<file path="config.mk">
export PLATFORM = sky130hd
export DESIGN_NAME = instruction_fetch_register
export DESIGN_NICKNAME = d
export VERILOG_FILES = /design/src/rtl/ifr_pkg.sv /design/src/rtl/ifr_byte_lane.sv /design/src/rtl/instruction_fetch_register.sv
export SDC_FILE = /design/constraint.sdc
export NUM_CORES = 1
export LEC_CHECK = 0
export CORE_ASPECT_RATIO = 0.9
export CORE_UTILIZATION = 45
export CTS_CLUSTER_DIAMETER = 100
export CTS_CLUSTER_SIZE = 25
export DETAILED_ROUTE_END_ITERATION = 12
export PLACE_DENSITY = 0.75
export SLEW_MARGIN = 20
export SYNTH_ARGS = -nofsm -noshare
export SYNTH_HDL_FRONTEND = slang
export SYNTH_HIERARCHICAL = 1
export SYNTH_SLANG_ARGS = --single-unit
</file>
<file path="constraint.sdc">
create_clock -name Clock -period 2.05 [get_ports Clock]
set_input_delay 0.205 -clock Clock [delete_from_list [all_inputs] [get_ports Clock]]
set_output_delay 0.205 -clock Clock [all_outputs]
set_load 0.02 [all_outputs]
</file>
<file path="src/rtl/ifr_pkg.sv">
// Shared types and default sizing for the instruction fetch register.
package ifr_pkg;

  localparam int unsigned DEF_BYTE_W    = 8;
  localparam int unsigned DEF_NUM_BYTES = 2;

  typedef enum logic [1:0] {
    EMPTY,
    FILL,
    FULL
  } ifr_state_e;

endpackage

</file>
<file path="src/rtl/ifr_byte_lane.sv">
// One byte lane of the instruction register: loadable register with async clear.
module ifr_byte_lane #(
  parameter int unsigned WIDTH = 8
) (
  input  logic             clk,
  input  logic             rst,
  input  logic             we,
  input  logic [WIDTH-1:0] d,
  output logic [WIDTH-1:0] q
);

  always_ff @(posedge clk or posedge rst) begin
    if (rst) begin
      q <= '0;
    end else if (we) begin
      q <= d;
    end
  end

endmodule

</file>
<file path="src/rtl/instruction_fetch_register.sv">
// Assembles an instruction from byte lanes by direct lane writes or sequential pushes.
module instruction_fetch_register
  import ifr_pkg::*;
#(
  parameter int unsigned BYTE_W    = DEF_BYTE_W,
  parameter int unsigned NUM_BYTES = DEF_NUM_BYTES,
  localparam int unsigned IW       = BYTE_W * NUM_BYTES,
  localparam int unsigned SEL_W    = $clog2(NUM_BYTES),
  localparam int unsigned CNT_W    = $clog2(NUM_BYTES + 1)
) (
  input  logic              Clock,
  input  logic              Reset,
  input  logic [BYTE_W-1:0] I,
  input  logic              Write,
  input  logic [SEL_W-1:0]  Sel,
  input  logic              Push,
  input  logic              Consume,
  input  logic              Flush,
  output logic [IW-1:0]     IROut,
  output logic              Valid,
  output logic              Ready,
  output logic [CNT_W-1:0]  Count
);

  ifr_state_e           state_q, state_d;
  logic [CNT_W-1:0]     count_q, count_d;
  logic [CNT_W-1:0]     push_lane;
  logic                 push_en;
  logic                 write_en;
  logic [NUM_BYTES-1:0] lane_we;

  always_comb begin
    state_d   = state_q;
    count_d   = count_q;
    push_en   = 1'b0;
    push_lane = '0;
    write_en  = 1'b0;
    if (Flush) begin
      state_d = EMPTY;
      count_d = '0;
    end else if (Write) begin
      // Out-of-range lane index is a no-op, and the write still swallows any push.
      write_en = 32'(Sel) < NUM_BYTES;
    end else if (Push) begin
      unique case (state_q)
        EMPTY: begin
          push_en = 1'b1;
          count_d = CNT_W'(1);
          state_d = FILL;
        end
        FILL: begin
          push_en   = 1'b1;
          push_lane = count_q;
          count_d   = count_q + CNT_W'(1);
          if (count_q == CNT_W'(NUM_BYTES - 1)) begin
            state_d = FULL;
          end
        end
        FULL: begin
          if (Consume) begin
            push_en = 1'b1;
            count_d = CNT_W'(1);
            state_d = FILL;
          end
        end
        default: ;
      endcase
    end else if (Consume && (state_q == FULL)) begin
      state_d = EMPTY;
      count_d = '0;
    end
  end

  always_comb begin
    lane_we = '0;
    for (int k = 0; k < NUM_BYTES; k++) begin
      lane_we[k] = (write_en && (32'(Sel) == 32'(k))) ||
                   (push_en && (32'(push_lane) == 32'(k)));
    end
  end

  always_ff @(posedge Clock or posedge Reset) begin
    if (Reset) begin
      state_q <= EMPTY;
      count_q <= '0;
    end else begin
      state_q <= state_d;
      count_q <= count_d;
    end
  end

  for (genvar g = 0; g < NUM_BYTES; g++) begin : g_lane
    ifr_byte_lane #(
      .WIDTH(BYTE_W)
    ) u_lane (
      .clk(Clock),
      .rst(Reset),
      .we (lane_we[g]),
      .d  (I),
      .q  (IROut[g*BYTE_W +: BYTE_W])
    );
  end

  assign Valid = (state_q == FULL);
  assign Ready = (state_q != FULL);
  assign Count = count_q;

endmodule
</file>
==> results of run 1 <==
per-stage QoR:
stage          power (mW)  instance area [um2]  utilization
6_report             1.35                 1540        0.693
5_1_grt              1.42                 1540        0.693
4_1_cts              1.36                 1530        0.690
3_5_place_dp         1.04                 1480        0.667
3_3_place_gp         1.03                 1480        0.667
2_1_floorplan       0.811                 1090            -
synthesized netlist by cell type:
library cell / n
sky130_fd_sc_hd__nor4_1: 1
sky130_fd_sc_hd__dfrtp_1: 20
sky130_fd_sc_hd__inv_1: 9
sky130_fd_sc_hd__mux2i_1: 2
sky130_fd_sc_hd__and2b_2: 1
sky130_fd_sc_hd__o21ai_0: 1
sky130_fd_sc_hd__o211a_1: 1
sky130_fd_sc_hd__nor2_1: 4
sky130_fd_sc_hd__nor3_1: 1
sky130_fd_sc_hd__nand4_1: 1
sky130_fd_sc_hd__ha_1: 5
sky130_fd_sc_hd__mux2_4: 17
sky130_fd_sc_hd__a2111oi_2: 1
sky130_fd_sc_hd__o221ai_1: 1
sky130_fd_sc_hd__nor3b_2: 1
sky130_fd_sc_hd__o31ai_4: 1
sky130_fd_sc_hd__o211ai_1: 1
sky130_fd_sc_hd__nand3b_1: 2
sky130_fd_sc_hd__nand2_1: 4
sky130_fd_sc_hd__nand4b_1: 1
sky130_fd_sc_hd__nor2b_1: 1
sky130_fd_sc_hd__a211o_1: 1
sky130_fd_sc_hd__and2_2: 1
sky130_fd_sc_hd__buf_6: 2
sky130_fd_sc_hd__a21oi_1: 1
sky130_fd_sc_hd__o21ai_1: 1
worst max path at each step:
stage	from	endpoint	slack, ns	cells past startpoint
floorplan	state_q[0]	g_lane[0].u_lane/q[0]	0.27	7
global placement	state_q[1]	g_lane[1].u_lane/q[2]	0.15	7
detailed placement	Flush	g_lane[1].u_lane/q[1]	0.11	6
CTS	state_q[0]	Ready	0.09	4
global route	state_q[0]	Ready	0.02	4
finish	state_q[0]	Ready	0.09	4
registers in the layout (all words and copies together), names as in the netlist:
name,flops
Count,2
g_lane.u_lane/q,16
state_q,2
worst register-to-register path, stage by stage, from the launching register on:
cell and delay [ns]:
sky130_fd_sc_hd__dfrtp_1 0.45, sky130_fd_sc_hd__inv_1 0.12, sky130_fd_sc_hd__ha_2 0.24, sky130_fd_sc_hd__nand3b_1 0.14, sky130_fd_sc_hd__nand4b_1 0.19, sky130_fd_sc_hd__a21oi_1 0.15, sky130_fd_sc_hd__buf_4 0.21, sky130_fd_sc_hd__mux2_4 0.32
layout by cell type, fill, tap and decap left out, types with 2 or more instances in the layout:
cell type / instances
sky130_fd_sc_hd__inv_1: 9
sky130_fd_sc_hd__dfrtp_1: 20
sky130_fd_sc_hd__clkbuf_4: 3
sky130_fd_sc_hd__mux2_4: 17
sky130_fd_sc_hd__nor2_1: 4
sky130_fd_sc_hd__clkdlybuf4s50_1: 33
sky130_fd_sc_hd__buf_4: 3
sky130_fd_sc_hd__mux2i_1: 2
sky130_fd_sc_hd__ha_1: 4
sky130_fd_sc_hd__nand2_1: 4
sky130_fd_sc_hd__nand3b_1: 2
report_power, final:
group / internal [mW] / switching (mW) / total [mW]
sequential: 0.472 / 0.0513 / 0.523
clock: 0.198 / 0.115 / 0.312
combinational: 0.291 / 0.221 / 0.512
total: 0.961 / 0.386 / 1.35
per-layer routing:
metal / vias up / part of all wire
li1: 368 / -
met1: 379 / 0.43
met2: 34 / 0.49
met3: 2 / 0.069
met4: 0 / 0.0052
met5: - / 0
area by class of cell:
cell class	instances	area share
Tap cell	27	0.0220
Timing Repair Buffer	38	0.250
Clock inverter	1	0.0195
Sequential cell	20	0.325
Inverter	9	0.0220
Multi-Input combinational cell	51	0.346
Clock buffer	3	0.0146
what timing repair did:
| action | CTS | global route |
|---|---|---|
| hold buffers | 0 | 0 |
| buffers inserted | 0 | 0 |
| setup endpoints to repair | 0 | 9 |
| hold endpoints to repair | 0 | 0 |
| gates resized for setup | 0 | 2 |
logic make-up after synthesis:
group | Yosys count
fa+ha+maj | 5
mux | 19
flops | 20
simple gates | 18
buf+inv | 11
compound gates | 9
==> run summary, run 1 <==
The flow ran to the end, and the final reports show no timing, DRC or antenna violations. The share of the synthesized area in the top cell type is 0.460. The parity-gate share of the synthesized area counting xor and xnor cells came out at 0. On the critical path, the stage with the largest delay is an instance of sky130_fd_sc_hd__clkdlybuf4s50_1. The worst setup path is captured at an output pin. The worst slew margin relative to its limit is 0.770. The worst-path maximum fanout came out at 6. The number of global-route vias before repair came out at 773.

In this run the clock root is driven by a sky130_fd_sc_hd__clkbuf_4. The overall via count from detail_route came out at 783. The peak supply drop is 0.000839 V. In the final design database the tool counted 143 nets. Walking the worst path, the cells encountered are inv_1 > ha_1 > inv_1 > clkdlybuf4s50_1. The count of fill cells added during filler insertion is 159. The dominant combinational cell family by area after synthesis is multiplexers. The synthesis-to-finish area growth is 41.5%.

met2 is the most crowded layer. The first routing iteration left 13 violations. The final number of hold-violating endpoints was 0.

For this configuration, the core starts out at a cell density of 0.489. In the global route stage, met2 resource usage came out at 0.325. The internal reg-to-reg setup slack came out at 0.13 ns. The final total negative setup slack is 0 ns. The CTS sink count is 20. The clock skew came out at 0.00383 ns. The core region is 2220 um2. The synthesized area came out at 1090 um2. Once detail routing completed, the nets flagged for antenna violations numbered 0. The fraction of final layout cells with drive strength greater than 1 came out at 0.254.

The final setup slack of the worst path is 0.0936 ns. The total leakage power came out at 0.696 nW. The number of DRC violations after detailed routing is 0. Across the whole layout, storage elements account for 500 um2. The number of buffers on the longest clock path came out at 2.

The die covers 2620 um2. The TritonCTS clock tree is yes. The setup slack after placement came out at 0.113 ns.

The sum of buffers and inverters on the critical path is 3. The number of top-level pins came out at 35. Setup violations remaining at the end of the flow were counted as 0.

By instance count, the cell type seen most on the critical path is sky130_fd_sc_hd__inv_1. The synthesized netlist cell count came out at 82. The complex-gate fraction of the synthesized area is 0.0794. Of the synthesized area, sequential elements account for 0.460.

The highest cell delay on the worst timing path is 0.60 ns. The share of the clock period used by the worst path after layout came out at 0.954. In this run the critical register-to-register path is launched from state_q[1]. The half-perimeter wire length of the detailed placement result is 1.87 mm. The post-synthesis adder-cell area fraction is 0.0575. In this run, placement finished with an instance count of 145. The cell taking the most area after synthesis is sky130_fd_sc_hd__dfrtp_1. At the pin with the least slew margin, the transition time is 0.345 ns. Setup repair after global routing left no endpoint under its margin.

The number of antenna repair diodes is 0. The number of cells on the worst reg-to-reg path is 7. Grouping stages by cell kind, the critical path spends the most delay in buffers and inverters. After detailed routing, the average wire length per cell comes to 15.4 um.

TritonCTS created 3 clock buffers. The first detailed-routing pass ran for 4 iterations. The total power per unit cell area came out at 875 nW/um2. The first global-routing pass estimated 3.77 mm of wire.

In this run the vertical extent of the chip is 48.6 um. Synthesis inferred 20 register bits. The number of port buffers is 34. The worst register-to-register path ends at g_lane[1].u_lane/q[1].

The initial antenna violation count is 0. STA puts the critical path data required time at 1.85 ns. In the final layout, the multi-input gates occupy 533 um2. The tightest min-delay check is of the input pin to async pin type.

The max-slew violation count is 0. On the final layout, the worst hold slack is 0.148 ns. For this run, the total global-route usage over all layers was measured as 0.202. The maximum operating frequency is 0.511 GHz. The endpoint arrival time on the critical path is 1.75 ns. The startpoint-to-endpoint class of the critical path is register to output pin. The routed design has 2.30 mm of wire. The post-synthesis cell type count came out at 26. The placer's final routability congestion estimate is 0.854. The number of levels the H-tree was split into came out at 1. The total nets after synthesis is 102. For this run, global-route usage on met3 was measured as 0.0597. The worst path in the final design needs a cycle of 1.96 ns, including I/O delays and setup.

Ranked by total cell area, the synthesized netlist is headed by sky130_fd_sc_hd__dfrtp_1 46%, sky130_fd_sc_hd__mux2_4 23%, sky130_fd_sc_hd__ha_1 5.8%. The final cell count without fillers came out at 149. The share of synthesized cell area in and, or, nand and nor gates came out at 0.0978. The number of maximum-capacitance violations is 0.

The source-to-sink clock delay at the later pin of the worst-skew pair is 0.29 ns. The largest net degree at the start of global routing came out at 13. The met1 demand-to-capacity share in global routing came out at 0.264.

The number of warnings reported in the yosys synthesis log is 6. The via-per-instance ratio is 5.26. The cell row count is 16. For this run the aggregate overflow at the end of global routing stands at 0. STA classifies the critical path startpoint as a register. The clock transition at the registers of the reported paths is 0.10 ns.

The portion of synthesized area spent on multiplexers is 0.253. The floorplan step set the die width to 53.8 um. In this run the mean area of a mapped cell was 13.3 um2.
No activity file was read; power rests on OpenSTA's default activity.
==> inputs of run 2 (changes only) <==
Settings changed: CTS_CLUSTER_DIAMETER 100 to not set, SKIP_CTS_REPAIR_TIMING set to 1.
==> results of run 2 <==
The final DEF is identical to that of run 1; final timing and power are the same.
==> inputs of run 3 (changes only) <==
Settings changed: CAP_MARGIN set to 20, SLEW_MARGIN 20 to 30.
==> results of run 3 <==
The final DEF is identical to that of run 1; final timing and power are the same.
